<file path="src/rtl/prio_pkg.sv">
// Shared constants, FSM encoding and the index-to-one-hot helper
// for the priority acknowledge return path.
package prio_pkg;

    localparam int IDX_W = 3;
    localparam int N     = 1 << IDX_W;

    typedef enum logic [1:0] {
        IDLE = 2'd0,
        ACK  = 2'd1,
        DONE = 2'd2
    } state_t;

    function automatic logic [N-1:0] onehot(input logic [IDX_W-1:0] idx);
        return N'(1) << idx;
    endfunction

endpackage

</file>
<file path="src/rtl/prio_ack_decoder_idx_fifo.sv">
// Circular pending-index FIFO; exposes every slot plus a per-slot valid
// flag so the owner can search for duplicates.
module idx_fifo #(
    parameter int DEPTH = 4,
    parameter int W     = 3,
    localparam int PW   = $clog2(DEPTH),
    localparam int CW   = PW + 1
) (
    input  logic                      clk,
    input  logic                      rst,
    input  logic                      push,
    input  logic                      pop,
    input  logic [W-1:0]              din,
    output logic [W-1:0]              dout,
    output logic [CW-1:0]             count,
    output logic [DEPTH-1:0][W-1:0]   entries,
    output logic [DEPTH-1:0]          valid
);

    logic [DEPTH-1:0][W-1:0] mem;
    logic [PW-1:0]           rd_ptr;
    logic [PW-1:0]           wr_ptr;

    always_ff @(posedge clk) begin
        if (rst) begin
            rd_ptr <= '0;
            wr_ptr <= '0;
            count  <= '0;
        end else begin
            if (push) begin
                mem[wr_ptr] <= din;
                wr_ptr      <= wr_ptr + PW'(1);
            end
            if (pop) begin
                rd_ptr <= rd_ptr + PW'(1);
            end
            case ({push, pop})
                2'b10:   count <= count + CW'(1);
                2'b01:   count <= count - CW'(1);
                default: count <= count;
            endcase
        end
    end

    assign dout    = mem[rd_ptr];
    assign entries = mem;

    // A slot is live when its distance from the read pointer is below count.
    for (genvar g = 0; g < DEPTH; g++) begin : g_valid
        assign valid[g] = {1'b0, PW'(g) - rd_ptr} < count;
    end

endmodule

</file>
<file path="src/rtl/prio_ack_decoder.sv">
// Queues encoded request indices and replays them, in order, as held
// one-hot acknowledges with a completion pulse and duplicate filtering.
module prio_ack_decoder
    import prio_pkg::*;
#(
    parameter int DEPTH    = 4,
    parameter int HOLD_MIN = 2,
    localparam int CW      = $clog2(DEPTH) + 1
) (
    input  logic             clk,
    input  logic             rst,
    input  logic [IDX_W-1:0] idx_in,
    input  logic             idx_valid,
    output logic             idx_ready,
    input  logic [N-1:0]     src_clr,
    output logic [N-1:0]     ack_out,
    output logic             ack_valid,
    output logic             done,
    output logic [IDX_W-1:0] done_idx,
    output logic             dup_drop,
    output logic [CW-1:0]    fifo_count,
    output state_t           fsm_state
);

    localparam int HC_W                 = $clog2(HOLD_MIN + 2);
    localparam logic [HC_W-1:0] HOLD_LIM = HC_W'(HOLD_MIN);

    state_t                        state;
    logic [IDX_W-1:0]              cur_idx;
    logic [HC_W-1:0]               hold_cnt;
    logic [IDX_W-1:0]              head;
    logic [DEPTH-1:0][IDX_W-1:0]   entries;
    logic [DEPTH-1:0]              valid;
    logic                          xfer;
    logic                          fifo_match;
    logic                          dup;
    logic                          push;
    logic                          pop;

    // Handshake: an index transfers on a rising edge where idx_valid and
    // idx_ready are both high; idx_ready depends on registered count only,
    // so a same-cycle pop never opens a full FIFO.
    assign idx_ready = fifo_count < CW'(DEPTH);
    assign xfer      = idx_valid && idx_ready;

    always_comb begin
        fifo_match = 1'b0;
        for (int i = 0; i < DEPTH; i++) begin
            if (valid[i] && entries[i] == idx_in) begin
                fifo_match = 1'b1;
            end
        end
    end

    assign dup  = xfer && (fifo_match || (state == ACK && idx_in == cur_idx));
    assign push = xfer && !dup;
    assign pop  = (state == IDLE) && (fifo_count != '0);

    idx_fifo #(
        .DEPTH (DEPTH),
        .W     (IDX_W)
    ) u_fifo (
        .clk     (clk),
        .rst     (rst),
        .push    (push),
        .pop     (pop),
        .din     (idx_in),
        .dout    (head),
        .count   (fifo_count),
        .entries (entries),
        .valid   (valid)
    );

    always_ff @(posedge clk) begin
        if (rst) begin
            state     <= IDLE;
            ack_out   <= '0;
            ack_valid <= 1'b0;
            done      <= 1'b0;
            done_idx  <= '0;
            cur_idx   <= '0;
            hold_cnt  <= '0;
        end else begin
            done <= 1'b0;
            case (state)
                IDLE: begin
                    if (fifo_count != '0) begin
                        ack_out   <= onehot(head);
                        ack_valid <= 1'b1;
                        cur_idx   <= head;
                        hold_cnt  <= '0;
                        state     <= ACK;
                    end
                end
                ACK: begin
                    if (hold_cnt < HOLD_LIM) begin
                        hold_cnt <= hold_cnt + HC_W'(1);
                    end
                    // Withdrawal only counts once the minimum hold has elapsed.
                    if ((hold_cnt + HC_W'(1) >= HOLD_LIM) && src_clr[cur_idx]) begin
                        ack_out   <= '0;
                        ack_valid <= 1'b0;
                        done      <= 1'b1;
                        done_idx  <= cur_idx;
                        state     <= DONE;
                    end
                end
                DONE:    state <= IDLE;
                default: state <= IDLE;
            endcase
        end
    end

    always_ff @(posedge clk) begin
        if (rst) begin
            dup_drop <= 1'b0;
        end else begin
            dup_drop <= dup;
        end
    end

    assign fsm_state = state;

endmodule

</file>
<file path="config.mk">
export PLATFORM = sky130hd
export DESIGN_NAME = prio_ack_decoder
export DESIGN_NICKNAME = d
export VERILOG_FILES = /design/src/rtl/prio_pkg.sv /design/src/rtl/prio_ack_decoder_idx_fifo.sv /design/src/rtl/prio_ack_decoder.sv
export SDC_FILE = /design/constraint.sdc
export NUM_CORES = 1
export LEC_CHECK = 0
export CAP_MARGIN = 30
export CORE_MARGIN = 2
export CORE_UTILIZATION = 47
export DETAILED_ROUTE_END_ITERATION = 8
export PLACE_DENSITY = 0.73
export SETUP_SLACK_MARGIN = 0.4
export SLEW_MARGIN = 20
export SYNTH_ARGS = -nofsm -noshare
export SYNTH_HDL_FRONTEND = slang
export SYNTH_SLANG_ARGS = --single-unit
export TNS_END_PERCENT = 100
</file>
<file path="constraint.sdc">
create_clock -name clk -period 3.17 [get_ports clk]
set_input_delay 0.951 -clock clk [delete_from_list [all_inputs] [get_ports clk]]
set_output_delay 0.951 -clock clk [all_outputs]
set_load 0.01 [all_outputs]
</file>
==> qor.yml <==
logic_synthesis:
  synth_edf_count: 12
  synthXorXnorAreaFrac: 0.0924
  yosys.area.top_type_share: 0.282
  async_reset_ff_frac: 0
  synthDistinctLibCells: 39
  synth_top_family_by_area: "simple AND/OR/NAND/NOR gates"
  synth_common_cells: "dfxtp_1, nor2_1, xnor2_1"
  synth_compound_area_frac: 0.0974
  synth_most_common_cell: "dfxtp_1"
  synth_seq_area_share: 0.463
  yosysWarnings: 0
  syn-cell-area_mm2: 0.00199
  synthAdderAreaFrac: 0.0666
  syn_avg_cell_area_um2: 10.5
  synth_seq_cells: 40
  synthCells: 190
  muxShareOfSynthArea: 0.0798
  synth_ff_type: "dfxtp_1"
  synth_top_cell_by_area: "dfxtp_1"
  synth_area_leaders: "dfxtp_1, edfxtp_1, xnor2_1"
  synthSimpleGateAreaFrac: 0.140
  syn_nets: 214
floorplan:
  rows: 23
  io_pins: 34
  die_width_um: 69.1
  dieArea_mm2: 0.00477
  fp.coreArea_mm2: 0.00403
  start_util: 0.494
  fp.dieH_um: 69.1
sta:
  finalClockSkew_ns: 0.00353
  fin_crit_sh: 0.857
  max_freq_ghz: 0.368
  hold_viol_final: 0
  tightest_slew_ns: 0.451
  fin_tns_setup_ns: 0
  setup_violations: 0
  slew_violations: 0
  timing.hold.ws_ns: 0.475
  rsz0062_at_grt: "yes"
  slew-limit-headroom: 0.697
  fin_crit_ns: 2.72
global_routing:
  overflow: 0
  grt_pass1_wl_um: 6900
  grt_max_degree: 21
  track_usage: 0.180
  grt_pass1_vias: 1470
  antenna_found_initial: 0
routing:
  drtAntennaViolNets: 0
  vias: 1482
  routed_via_density: 5.18
  drc: 0
  drt_pre_antenna_iters: 4
  wire_per_inst_um: 13.9
  drtIter0Drc: 73
  routed_wl_um: 3990
cts:
  cts_tree: "done"
  clk_latency_ns: 0.29
  htree_levels: 2
  cts_buffers: 5
  cts_sinks: 40
  postCtsHoldBufs: 0
  cts_buffer_depth: 2
  cts.clk_slew.worst_paths_ns: 0.07
  cts-root-buf: "clkbuf_8"
placement:
  io_buffers: 33
  hpwl_um: 3010
  globalplace.congestion: 0.802
worst_setup_path:
  worst_setup_path_start_kind: "primary input"
  path_max_fanout: 3
  arrival_ns: 2.94
  worstReg2RegStart: "u_fifo.rd_ptr[1]"
  end_kind: "flip-flop"
  cp_slowest_stage_delay_ns: 0.32
  crit_path_start: "idx_in[0]"
  worstPathRequired_ns: 3.40
  worstPathCellList: "buf_8 -> xor2_1 -> nor4_1 -> a41oi_1 -> nand4_1 -> nor3b_2 -> inv_1 -> ha_2 -> inv_2 -> fa_2 -> xor2_1 -> or3_1 -> a21oi_1"
  crit_path_top_delay_cell: "fa_2"
  path_class: "in2reg"
  cpMostUsedCell: "xor2_1"
finish:
  drive_gt1_frac: 0.186
  utilization: 0.635
  final_nets: 259
  n_antenna_cell: 0
  syn2layout_area_growth_pct: 28.5
pwr:
  leakage_nw: 1.02
  ir_drop_uv: 440
  finalPower_mw: 2.11
  power.density_mw_per_mm2: 826
outcome:
  status: "finished clean"
worst_hold_path:
  hold_start: "ack_out[1]"
  hold_path.class: "reg2reg"
run:
  max_cap_viol_count: 0
-- cell usage in the layout, fill, tap and decap left out, drive strengths merged, types with 3 or more instances in the layout --
cell,Yosys,final
inv,14,14
ha,9,9
edfxtp,12,12
or3,3,3
nor2,20,20
xnor2,16,16
nand2,9,9
mux2i,8,8
nand4,4,4
dfxtp,28,28
and2,4,4
a32o,6,6
mux4,3,3
xor2,5,5
clkbuf,4,7
clkdlybuf4s50,0,30
nand3,3,3
buf,6,18
a21oi,12,12
-- power breakdown --
part           leakage, nW  total [mW]  internal [mW]  switching [mW]
clock network       0.0568       0.383          0.210           0.173
registers            0.338       0.743          0.633           0.110
logic                0.627       0.987          0.495           0.492
total                 1.02        2.11           1.34           0.774
-- cells by family after synthesis --
group / after synthesis
multiplexers: 12
buffers and inverters: 25
flip-flops: 40
adder cells (fa/ha/maj): 10
AND/OR/NAND/NOR: 55
XOR/XNOR: 21
AO/OA/AOI/OAI: 27
-- worst max-delay path, delay by kind of cell --
kind / cells / cell delay [ns]
simple gates: 4 / 0.81
fa+ha+maj: 2 / 0.50
xor+xnor: 2 / 0.28
buf+inv: 3 / 0.21
compound gates: 2 / 0.20
-- per-stage QoR --
step	cell area [um^2]	std cells	setup slack, ns
after floorplan	2010	190	0.241
after global placement	2410	274	-0.163
after detailed placement	2410	274	-0.235
after CTS	2540	285	0.315
after global routing	2560	286	0.303
final	2560	286	0.454
-- sequential cells by signal, indices dropped and copies added (netlist names) --
| register | count |
|---|---|
| u_fifo.entries | 12 |
| ack_out | 8 |
| cur_idx | 3 |
| done_idx | 3 |
| u_fifo.count | 3 |
| fsm_state | 2 |
| hold_cnt | 2 |
| u_fifo.rd_ptr | 2 |
| u_fifo.wr_ptr | 2 |
| ack_valid | 1 |
| done | 1 |
| dup_drop | 1 |
-- what timing repair did --
action,in CTS,in global routing
pin swaps,8,8
endpoints found under the setup margin,3,2
resized for setup,20,4
hold endpoints to repair,0,0
buffers inserted,3,1
-- final cells by class --
cell class                      count  area, um^2
Tap cell                           50        62.6
Multi-Input combinational cell    125         953
Sequential cell                    40         926
Timing Repair Buffer               48         454
Fill cell                         345        1470
Clock inverter                      1        5.00
Inverter                           15        56.3
Clock buffer                        7         101
-- per-layer routing --
layer,part of all wire,up-vias,routed length [um],GRT usage
met1,0.46,706,1820,0.230
li1,-,743,-,-
met3,0.040,6,160,0.0541
met4,0.0080,0,32,0.0523
met5,0,-,0,0
met2,0.50,27,1980,0.296
-- final timing paths --
path,end,slack (ns),cells after the start
setup / recovery,u_fifo.count[2],0.45,13
hold / removal,ack_out[1],0.47,1
setup reg to reg,u_fifo.count[2],0.51,14
hold reg to reg,ack_out[1],0.47,1
Power figures use the tool's default switching activity.
==> RTL change 1, RTL diff (config.mk and constraints unchanged) <==
Register the output `fifo_count`; this adds one clock of latency there. The other outputs are not delayed to match.
--- a/src/rtl/prio_ack_decoder.sv
+++ b/src/rtl/prio_ack_decoder.sv
@@ -26,4 +26,6 @@
     localparam logic [HC_W-1:0] HOLD_LIM = HC_W'(HOLD_MIN);
 
+    logic [CW-1:0] fifo_count_d;
+
     state_t                        state;
     logic [IDX_W-1:0]              cur_idx;
@@ -41,5 +43,5 @@
     // idx_ready are both high; idx_ready depends on registered count only,
     // so a same-cycle pop never opens a full FIFO.
-    assign idx_ready = fifo_count < CW'(DEPTH);
+    assign idx_ready = fifo_count_d < CW'(DEPTH);
     assign xfer      = idx_valid && idx_ready;
 
@@ -55,5 +57,5 @@
     assign dup  = xfer && (fifo_match || (state == ACK && idx_in == cur_idx));
     assign push = xfer && !dup;
-    assign pop  = (state == IDLE) && (fifo_count != '0);
+    assign pop  = (state == IDLE) && (fifo_count_d != '0);
 
     idx_fifo #(
@@ -67,5 +69,5 @@
         .din     (idx_in),
         .dout    (head),
-        .count   (fifo_count),
+        .count   (fifo_count_d),
         .entries (entries),
         .valid   (valid)
@@ -85,5 +87,5 @@
             case (state)
                 IDLE: begin
-                    if (fifo_count != '0) begin
+                    if (fifo_count_d != '0) begin
                         ack_out   <= onehot(head);
                         ack_valid <= 1'b1;
@@ -122,4 +124,8 @@
     assign fsm_state = state;
 
+    always_ff @(posedge clk) begin
+        fifo_count <= fifo_count_d;
+    end
+
 endmodule
 
Behaviour: not the same (Yosys sat finds a counterexample within 4 cycles, from zero or initial values and one cycle with rst high).
==> RTL change 1 against the unedited design <==
Sequential cell count increased by 3. Non-clock buffer count increased by 1. Sequential power grew 8.2%. Area after synthesis is 6.2% higher. Final area increased by 6.3%. Total power fell by 5.3%. Global-route usage down 0.20 points. Wire length increased by 3.1%. Worst setup slack got worse by 21 ps. Critical endpoint unchanged. Largest cell class unchanged.
==> RTL change 1: results <==
export IMPL_outcome="finished, final reports clean"
export IMPL_track_usage_pct=17.8
export IMPL_fillers=383
export IMPL_multi_input_comb_cells=133
export IMPL_rrSetupSlack_ps=550
export IMPL_layout_drive_gt1_share_pct=20.1
export IMPL_cp_max_fo=5
export IMPL_wl_met2_um=2000
export IMPL_startpoint="idx_in[2]"
export IMPL_whs_path_depth=0
export IMPL_grt_pass1_vias=1512
export IMPL_whs_ps=394
export IMPL_hold_path_startpoint="u_fifo.count[1]"
export IMPL_async_flop_share_pct=0
export IMPL_inverters=16
export IMPL_multiInputGateArea_um2=1090
export IMPL_worstRegToRegCells=11
export IMPL_largest_reg_flops=12
export IMPL_synth_seq_cells=43
export IMPL_nNonClkBuffers=49
export IMPL_synthTopCellsByCount="31 x dfxtp_1, 22 x nor2_1, 15 x inv_1, 13 x nand2_1"
export IMPL_seq_area_share_pct=36.1
export IMPL_finClkSkew_ps=8.26
export IMPL_post_cts_resized=11
export IMPL_slowest_stage="nor4_4"
export IMPL_buffer_area_share_pct=16.2
export IMPL_r2r_start="u_fifo.count[1]"
export IMPL_power_density_nw_per_um2=736
export IMPL_crit_arrival_ps=2960
export IMPL_clk_share_pct=2.99
export IMPL_syn_num_nets=225
export IMPL_drt_initial_drc_count=70
export IMPL_comb_power_mw=0.871
export IMPL_synth_area_leaders="dfxtp_1 29%, edfxtp_1 17%, ha_1 5.3%"
export IMPL_fin_cells=301
export IMPL_max_vdd_ir_drop_mv=0.339
export IMPL_wl_um=4110
export IMPL_p_switching_mw=0.729
export IMPL_post_place_cells=291
export IMPL_dp_hpwl_um=3130
export IMPL_vias_per_cell=5.12
export IMPL_cts_max_path_buffers=2
export IMPL_hold_end="fifo_count[1]"
export IMPL_grt_first_pass_wirelength_um=6930
export IMPL_final_nets=272
export IMPL_wl_met1_um=1840
export IMPL_met3_length_um=171
export IMPL_slowest_delay_ps=370
export IMPL_worst_pin_slew_ps=495
export IMPL_grt_start_max_net_pins=25
export IMPL_place_congestion=0.895
export IMPL_synth_distinct_cells=38
export IMPL_initial_core_util_pct=48.6
export IMPL_post_cts_buffers=2
export IMPL_synth_area_per_cell_um2=10.5
export IMPL_seq_area_frac_synth_pct=46.4
export IMPL_power_frac_clock_pct=16.3
export IMPL_p_leak_nw=1.04
export IMPL_hp_class="register to register"
RTL change 1: cells by family (layout without fill, tap and decap cells):
| group | Yosys count | in the layout | synth area share, % |
|---|---|---|---|
| AO/OA/AOI/OAI | 25 | 25 | 8.64 |
| buffers and inverters | 25 | 73 | 6.33 |
| adder cells (fa/ha/maj) | 10 | 10 | 6.27 |
| AND/OR/NAND/NOR | 64 | 64 | 15.5 |
| multiplexers | 13 | 13 | 8.17 |
| flip-flops | 43 | 43 | 46.4 |
| XOR/XNOR | 21 | 21 | 8.70 |
RTL change 1: metrics by stage:
| stage | setup TNS (ps) | setup WS, ps | cell area, µm² |
|---|---|---|---|
| after floorplan | 0 | 260 | 2140 |
| after global placement | -224 | -147 | 2560 |
| after detailed placement | -389 | -215 | 2560 |
| after CTS | 0 | 409 | 2660 |
| after global routing | 0 | 337 | 2720 |
| final | 0 | 432 | 2720 |
RTL change 1: metal layers:
metal,global-route usage [%],vias up
met2,28.7,39
met3,5.56,8
li1,-,772
met1,22.2,722
met4,7.76,0
met5,0,-
==> RTL change 2, RTL diff (same flow settings) <==
Without the edit above. `DEPTH` is set to 4 in 2 places; all go to 2.
--- a/src/rtl/prio_ack_decoder_idx_fifo.sv
+++ b/src/rtl/prio_ack_decoder_idx_fifo.sv
@@ -2,5 +2,5 @@
 // flag so the owner can search for duplicates.
 module idx_fifo #(
-    parameter int DEPTH = 4,
+    parameter int DEPTH = 2,
     parameter int W     = 3,
     localparam int PW   = $clog2(DEPTH),
--- a/src/rtl/prio_ack_decoder.sv
+++ b/src/rtl/prio_ack_decoder.sv
@@ -4,5 +4,5 @@
     import prio_pkg::*;
 #(
-    parameter int DEPTH    = 4,
+    parameter int DEPTH    = 2,
     parameter int HOLD_MIN = 2,
     localparam int CW      = $clog2(DEPTH) + 1
Ports: changed (resized fifo_count); port bits go from 34 to 33. No check against the original RTL was run, so the function may have changed too.
==> RTL change 2 against the unedited design <==
Sequential cell count decreased by 9. Final cell count decreased by 13%. Wire length shrank 11%. Total power fell by 35%. Count of clock-buffer cells in the layout did not move. Worst setup slack improved by 170 ps. Clock skew rose by 2.9 ps. Final area down 18%. Area after synthesis down 23%. Largest power group is now registers.
==> RTL change 2: results <==
export IMPL_buffer_area_share_pct=20.1
export IMPL_clk_latency_ps=330
export IMPL_slowest_delay_ps=380
export IMPL_hold_path_startpoint="done_idx[0]"
export IMPL_dp_hpwl_um=2580
export IMPL_whs_path_depth=2
export IMPL_use_met1_pct=25.0
export IMPL_synth_area_um2=1540
export IMPL_root_buffer="clkbuf_4"
export IMPL_syn_num_nets=175
export IMPL_grtUsageMet2_pct=34.5
export IMPL_finClkSkew_ps=6.47
export IMPL_place_congestion=0.810
export IMPL_multi_input_comb_cells=117
export IMPL_r2r_end="u_fifo.count[1]"
export IMPL_grt_start_max_net_pins=35
export IMPL_final_nets=219
export IMPL_multi_input_area_share_pct=41.0
export IMPL_wl_met2_um=1700
export IMPL_final_core_util_pct=68.0
export IMPL_fin_cells=249
export IMPL_met3_length_um=169
export IMPL_cp_max_fo=5
export IMPL_maxSlewHeadroom_pct=65.4
export IMPL_layout_drive_gt1_share_pct=16.6
export IMPL_grt_pass1_vias=1273
export IMPL_synthTopCellsByCount="25 x dfxtp_1, 12 x nand2_1, 12 x nand2b_1"
export IMPL_clkSlewWorstSetupHoldPaths_ps=90
export IMPL_worstRegToRegCells=7
export IMPL_seq_area_frac_synth_pct=44.1
export IMPL_vias_per_cell=5.33
export IMPL_grt_use_met3_pct=4.62
export IMPL_max_vdd_ir_drop_mv=0.340
export IMPL_clk_share_pct=2.87
export IMPL_whs_ps=473
export IMPL_regArea_um2=681
export IMPL_post_place_cells=240
export IMPL_inverters=5
export IMPL_port_buffers=32
export IMPL_dp_slack_ps=-69.5
export IMPL_synth_distinct_cells=42
export IMPL_rrSetupSlack_ps=730
export IMPL_largest_reg_flops=8
export IMPL_crit_arrival_ps=2810
export IMPL_synth_area_leaders="dfxtp_1 32%, edfxtp_1 12%, xor2_1 5.7%"
export IMPL_grt_first_pass_wirelength_um=5660
export IMPL_fillers=249
export IMPL_outcome="finished, final reports clean"
export IMPL_r2r_start="u_fifo.count[1]"
export IMPL_nNonClkBuffers=44
export IMPL_drt_initial_drc_count=52
export IMPL_track_usage_pct=20.8
export IMPL_wl_met1_um=1560
## RTL change 2: how the worst max path moves through the flow
stage | startpoint | to | slack (ps) | depth (start not counted)
detailed placement | idx_in[0] | u_fifo.count[1] | -70 | 8
CTS | idx_in[2] | u_fifo.count[1] | 420 | 9
global route | idx_in[0] | u_fifo.count[1] | 500 | 10
global placement | idx_in[1] | u_fifo.count[1] | -8 | 8
finish | idx_in[0] | u_fifo.count[1] | 620 | 10
floorplan | idx_in[1] | u_fifo.count[1] | 440 | 7
## RTL change 2: worst reg2reg max path, stage by stage (launching register included)
cell and delay, ps:
dfxtp_1 390, or2_2 350, nand2b_1 380, clkinv_1 340, ha_1 290, xnor2_1 130, or3_1 380, a21oi_2 130
## RTL change 2: repair_timing
item                       CTS  global route
resized for setup            5            10
buffers inserted             0             1
setup endpoints to repair    2             1
pin swaps                    0             5
hold buffers                 0             0
## RTL change 2: power by group through the flow
stage | Combinational, mW | Clock, mW | Sequential, mW
after floorplan | 0.357 | 0 | 0.555
after global placement | 0.520 | 0 | 0.566
after detailed placement | 0.533 | 0 | 0.571
after CTS | 0.545 | 0.247 | 0.563
after global routing | 0.613 | 0.263 | 0.582
final | 0.559 | 0.239 | 0.567
## RTL change 2: cell families after synthesis
| kind of cell | count (synthesis) | synth area share, % |
|---|---|---|
| xor gates and xnor gates | 13 | 7.38 |
| and+or+nand+nor | 67 | 25.4 |
| DFF | 31 | 44.1 |
| AOI/OAI and AO/OA | 27 | 11.4 |
| adders and majority gates | 1 | 0.811 |
| muxes | 9 | 6.89 |
| buffers and inverters | 12 | 3.97 |
